<file path="src/rtl/cplx_delay_line.sv">
// cplx_delay_line: variable-depth delay line for complex samples.
//
// A chain of MAX_DEPTH stages shifts {re, img, vld} on every enabled edge.
// The output is a combinational tap of stage d-1, where d is the requested
// depth clamped to 1..MAX_DEPTH, giving a latency of d enabled edges.
// A fill counter tracks how many enabled edges have passed since the last
// reset, flush or depth change. 'primed' reports that count has reached d.
//
// Ports:
//   clk, rst           clock, asynchronous active-high reset
//   en                 shift enable (all state holds when low)
//   flush              clears every valid bit, the fill counter and primed
//   depth[SW]          requested delay in enabled cycles
//   a_re/a_img/a_vld   input sample
//   a1_re/a1_img/a1_vld delayed sample (tap of stage d-1)
//   primed             fill counter has reached d
//   depth_err          sticky: depth=0 or depth>MAX_DEPTH was seen

// One delay stage. The vector is {re, img, vld}, with vld in bit 0.
module cplx_delay_stage #(
    parameter int W = 65
) (
    input  logic         clk,
    input  logic         rst,
    input  logic         en,
    input  logic         flush,
    input  logic [W-1:0] d,
    output logic [W-1:0] q
);
    always_ff @(posedge clk or posedge rst) begin
        if (rst) begin
            q <= '0;
        end else begin
            // Data shifts whenever enabled. The valid bit is cleared by
            // flush, which also kills the sample captured on that edge.
            if (en) q[W-1:1] <= d[W-1:1];
            if (flush)   q[0] <= 1'b0;
            else if (en) q[0] <= d[0];
        end
    end
endmodule

module cplx_delay_line #(
    parameter int DW        = 32,
    parameter int MAX_DEPTH = 16,
    parameter int SW        = 6
) (
    input  logic          clk,
    input  logic          rst,
    input  logic          en,
    input  logic          flush,
    input  logic [SW-1:0] depth,
    input  logic [DW-1:0] a_re,
    input  logic [DW-1:0] a_img,
    input  logic          a_vld,
    output logic [DW-1:0] a1_re,
    output logic [DW-1:0] a1_img,
    output logic          a1_vld,
    output logic          primed,
    output logic          depth_err
);
    localparam int            SMP_W = 2 * DW + 1;
    localparam logic [SW-1:0] MAXD  = SW'(MAX_DEPTH);

    typedef struct packed {
        logic [DW-1:0] re;
        logic [DW-1:0] img;
        logic          vld;
    } smp_t;

    // chain[0] is the input; chain[k+1] is the output of stage k.
    smp_t [MAX_DEPTH:0] chain;
    smp_t               tap;

    logic [SW-1:0] d, d_q, fc, fc_nxt;
    logic          depth_bad, d_chg;

    assign chain[0] = {a_re, a_img, a_vld};

    for (genvar k = 0; k < MAX_DEPTH; k++) begin : g_stg
        cplx_delay_stage #(.W(SMP_W)) u_stg (
            .clk   (clk),
            .rst   (rst),
            .en    (en),
            .flush (flush),
            .d     (chain[k]),
            .q     (chain[k+1])
        );
    end

    // Clamp the requested depth into 1..MAX_DEPTH.
    always_comb begin
        depth_bad = (depth == '0) || (depth > MAXD);
        if (depth == '0)       d = SW'(1);
        else if (depth > MAXD) d = MAXD;
        else                   d = depth;
    end

    // Output tap: stage d-1, i.e. chain[d].
    always_comb begin
        tap = chain[1];
        for (int k = 1; k < MAX_DEPTH; k++)
            if (d == SW'(k + 1)) tap = chain[k+1];
    end

    assign a1_re  = tap.re;
    assign a1_img = tap.img;
    assign a1_vld = tap.vld;

    // d_q == 0 only straight after reset, so the first edge after release
    // counts as a fill step rather than a depth change.
    assign d_chg  = (d_q != '0) && (d != d_q);
    assign fc_nxt = (fc < d) ? fc + SW'(1) : d;

    always_ff @(posedge clk or posedge rst) begin
        if (rst) begin
            fc        <= '0;
            d_q       <= '0;
            primed    <= 1'b0;
            depth_err <= 1'b0;
        end else begin
            if (depth_bad) depth_err <= 1'b1;
            d_q <= d;
            if (flush || d_chg) begin
                fc     <= '0;
                primed <= 1'b0;
            end else if (en) begin
                fc     <= fc_nxt;
                primed <= (fc_nxt >= d);
            end
        end
    end
endmodule
</file>
<file path="config.mk">
export PLATFORM = sky130hd
export DESIGN_NAME = cplx_delay_line
export DESIGN_NICKNAME = d
export VERILOG_FILES = /design/src/rtl/cplx_delay_line.sv
export SDC_FILE = /design/constraint.sdc
export NUM_CORES = 2
export LEC_CHECK = 0
export CORE_MARGIN = 1.5
export CORE_UTILIZATION = 56
export DETAILED_ROUTE_END_ITERATION = 12
export GPL_TIMING_DRIVEN = 0
export PLACE_DENSITY = 0.8
export SYNTH_ARGS = -nofsm -noshare
export SYNTH_HDL_FRONTEND = slang
export SYNTH_SLANG_ARGS = --single-unit
</file>
<file path="constraint.sdc">
create_clock -name clk -period 91.2 [get_ports clk]
set_input_delay 18.24 -clock clk [delete_from_list [all_inputs] [get_ports clk]]
set_output_delay 18.24 -clock clk [all_outputs]
set_load 0.02 [all_outputs]
</file>
==> impl_metrics.py <==
metrics = {
    "outcome": {
        "status": "finished clean",
    },
    "cts": {
        "cts_repair_resize_count": 0,
        "cts-root-to-sink-buffers": 3,
        "cts_bufs_inserted": 106,
        "path_clk_slew_ns": 0.06,
        "cts_tree": "done",
        "clk_latency_ns": 0.70,
        "post_cts_setup_buffer_count": 0,
        "cts.hold.buffers_added": 0,
        "num_clock_sinks": 1054,
        "cts_htree_levels": 3,
        "root_buffer": "sky130_fd_sc_hd__clkbuf_16",
    },
    "floorplanning": {
        "dieHeight_um": 293,
        "floorplan.die_area_um2": 85900,
        "number_of_i_o_pins": 142,
        "floorplan.initialDensity_pct": 56.5,
        "std_cell_rows": 106,
        "fp.coreArea_um2": 83400,
        "die_w_um": 293,
    },
    "place": {
        "detailed_place.area_um2": 50100,
        "hpwl_um": 109000,
        "gp_congestion": 0.985,
        "numPortBuffers": 138,
    },
    "synth": {
        "synth_seq_cells": 1054,
        "asyncSetResetFlopFracSynth_pct": 100,
        "ys_warn_count": 0,
        "post-synth-top-area-fraction_pct": 56.0,
        "cell_area_after_synthesis_um2": 47100,
        "synth.area.top_cells": "sky130_fd_sc_hd__dfrtp_1 56%, sky130_fd_sc_hd__mux2_2 25%, sky130_fd_sc_hd__clkbuf_1 1.6%",
        "yosys_most_used_dff": "sky130_fd_sc_hd__dfrtp_1",
        "synth.distinct_cells": 75,
        "most_repeated_cell_in_the_gate_level_netlist_after_synthesis": "sky130_fd_sc_hd__dfrtp_1",
        "most_frequent_cells_after_synthesis": "1054 x sky130_fd_sc_hd__dfrtp_1, 1039 x sky130_fd_sc_hd__mux2_2, 201 x sky130_fd_sc_hd__clkbuf_1",
        "syn-mean-instance-area_um2": 13.2,
        "post_synth_inst_count": 3562,
        "synth_seq_area_share_pct": 56.0,
        "synth_top_area_cell": "sky130_fd_sc_hd__dfrtp_1",
        "synth-edff-count": 0,
    },
    "worst_setup_path": {
        "cp-end-kind": "primary output",
        "path_max_fanout": 10,
        "worst_r2r_dst": "primed",
        "worstPathArrival_ns": 23.15,
        "cp.required_ns": 72.96,
        "ff2ff_path_depth": 12,
        "element_type_at_the_critical_path_start": "input port",
        "criticalPathCategory": "in -> out",
        "reg2reg_slack_ns": 87.76,
        "startpoint_of_the_worst_slack_reg_to_reg_timing_path": "fc[3]",
    },
    "grt": {
        "first_global_vias": 33186,
        "grt.met3_usage_pct": 9.46,
        "grt.busiest_layer": "met2",
        "grt_first_pass_wirelength_um": 221000,
        "number_of_antenna_violations_at_the_first_check_in_global_routing": 5,
        "groute.layer.met1.usage_pct": 47.8,
        "remaining_global_route_overflow": 0,
        "met2_global_route_usage_pct": 52.3,
        "grt_max_degree": 133,
        "overall_global_routing_usage_pct": 35.1,
    },
    "route": {
        "vias": 33732,
        "firstDrtPassIters": 7,
        "detail_route.wirelength_um": 151000,
        "final_antenna_net_count": 0,
        "avgRoutedWirePerCell_um": 30.2,
        "drt_first_iter_violations": 4810,
        "detail_route.drc_violations": 0,
        "routed_vias_inst": 6.76,
    },
    "sta": {
        "post_route_clock_period_utilization_pct": 45.4,
        "min_period_ns": 41.39,
        "tns_ns": 0,
        "final.setup_skew_ns": 0.0238,
        "finalMaxSlewViolations": 0,
        "rsz0062_at_grt": "false",
        "final-setup-viol-count": 0,
        "worst_slew_margin_rel_pct": 4.63,
        "achievable-frequency_mhz": 24.2,
        "tightest_slew_ns": 1.43,
        "timing.final.hold_violations": 0,
    },
    "power": {
        "p_leak_nw": 22.7,
        "power.density_cell_area_nw_per_um2": 29.2,
        "power.ir.vdd_worst_mv": 0.0199,
    },
    "hold_path": {
        "hold_depth": 1,
        "hold_class": "reg -> reg",
        "hold_path_startpoint": "g_stg[15].u_stg.q[34]",
        "capture_endpoint_of_the_worst_hold_path": "g_stg[15].u_stg.q[34]",
    },
    "layout": {
        "drive_above_1_share_pct": 33.9,
        "final_core_util_pct": 64.4,
        "fillerInstances": 6066,
        "area_occupied_by_multi_input_gates_um2": 19600,
        "syn_to_final_growth_pct": 14.1,
        "num-nets-final": 3904,
        "register_area_um2": 26400,
        "postLayoutCellArea_um2": 53700,
    },
    "job": {
        "cap_viol_max_count": 0,
    },
}
[flip-flops by register name, indices dropped and copies added (netlist names)]
name / flops
d_q: 6
depth_err: 1
fc: 6
g_stg.u_stg.q: 1040
primed: 1
[layout by cell type (no fill, tap or decap), drive strengths merged, types with 41 or more instances in the layout]
cell,n
mux2,1039
nor2,136
a21oi,126
clkbuf,358
buf,74
o22ai,87
a22oi,98
nand2,108
mux2i,54
a211oi,41
dfrtp,1054
a221oi,70
o21ai,97
clkdlybuf4s50,138
[where the power goes]
group	internal [mW]	leakage (nW)	switching, mW
registers	0.642	12.6	0.154
logic	0.184	8.21	0.131
clock network	0.266	1.82	0.190
[cell families after synthesis]
group                      count (synthesis)  synth area share, %
AOI/OAI and AO/OA                        739                 11.2
xor gates and xnor gates                   6                0.112
adders and majority gates                 11                0.292
buffers and inverters                    278                 2.45
DFF                                     1054                 56.0
muxes                                   1097                 26.2
other                                      2               0.0159
and+or+nand+nor                          375                 3.81
[metrics by stage]
stage	instances	hold WS, ns	setup WS [ns]	power (mW)
2_1_floorplan	3563	0.472	43.29	0.968
3_3_place_gp	4781	0.486	31.65	1.08
3_5_place_dp	4790	0.496	50.15	1.10
4_1_cts	4986	0.514	50.11	1.55
5_1_grt	4986	0.524	49.96	1.62
6_report	4987	0.510	49.81	1.57
[metal layers]
metal  share of wire (%)  vias to the layer above  wire length (µm)
li1                    -                    13926                 -
met4                 5.5                        8              8260
met3                  11                      452             16600
met1                  39                    17302             59500
met2                  44                     2044             66400
met5               0.032                        -                49
[worst max-delay path by stage]
stage	startpoint	to	slack, ns
after floorplan	rst	d_q[0]	43.29
after global placement	rst	g_stg[0].u_stg.q[50]	31.65
after detailed placement	depth[1]	a1_img[14]	50.15
after CTS	depth[1]	a1_img[4]	50.11
after global routing	depth[0]	a1_img[28]	49.96
final	depth[1]	a1_re[7]	49.81
[worst max-delay path, stage by stage]
cell and delay, ns:
sky130_fd_sc_hd__clkdlybuf4s50_1 0.57, sky130_fd_sc_hd__buf_2 0.27, sky130_fd_sc_hd__nand2_1 0.34, sky130_fd_sc_hd__clkbuf_1 0.51, sky130_fd_sc_hd__nor2_1 1.17, sky130_fd_sc_hd__clkbuf_1 0.72
sky130_fd_sc_hd__a221oi_1 0.25, sky130_fd_sc_hd__o41ai_1 0.27, sky130_fd_sc_hd__clkdlybuf4s50_1 0.77
[layout make-up]
class / instances / area share (%)
repair buffers: 147 / 2.99
inverters: 12 / 0.0978
flip-flops and latches: 1054 / 49.1
multi-input cells: 2231 / 36.4
clock inverters: 39 / 0.880
diodes: 1 / 0.00466
plain buffers: 266 / 2.07
well taps: 1080 / 2.51
clock buffers: 157 / 5.91
Note: power is estimated with default switching activity, not from simulation.
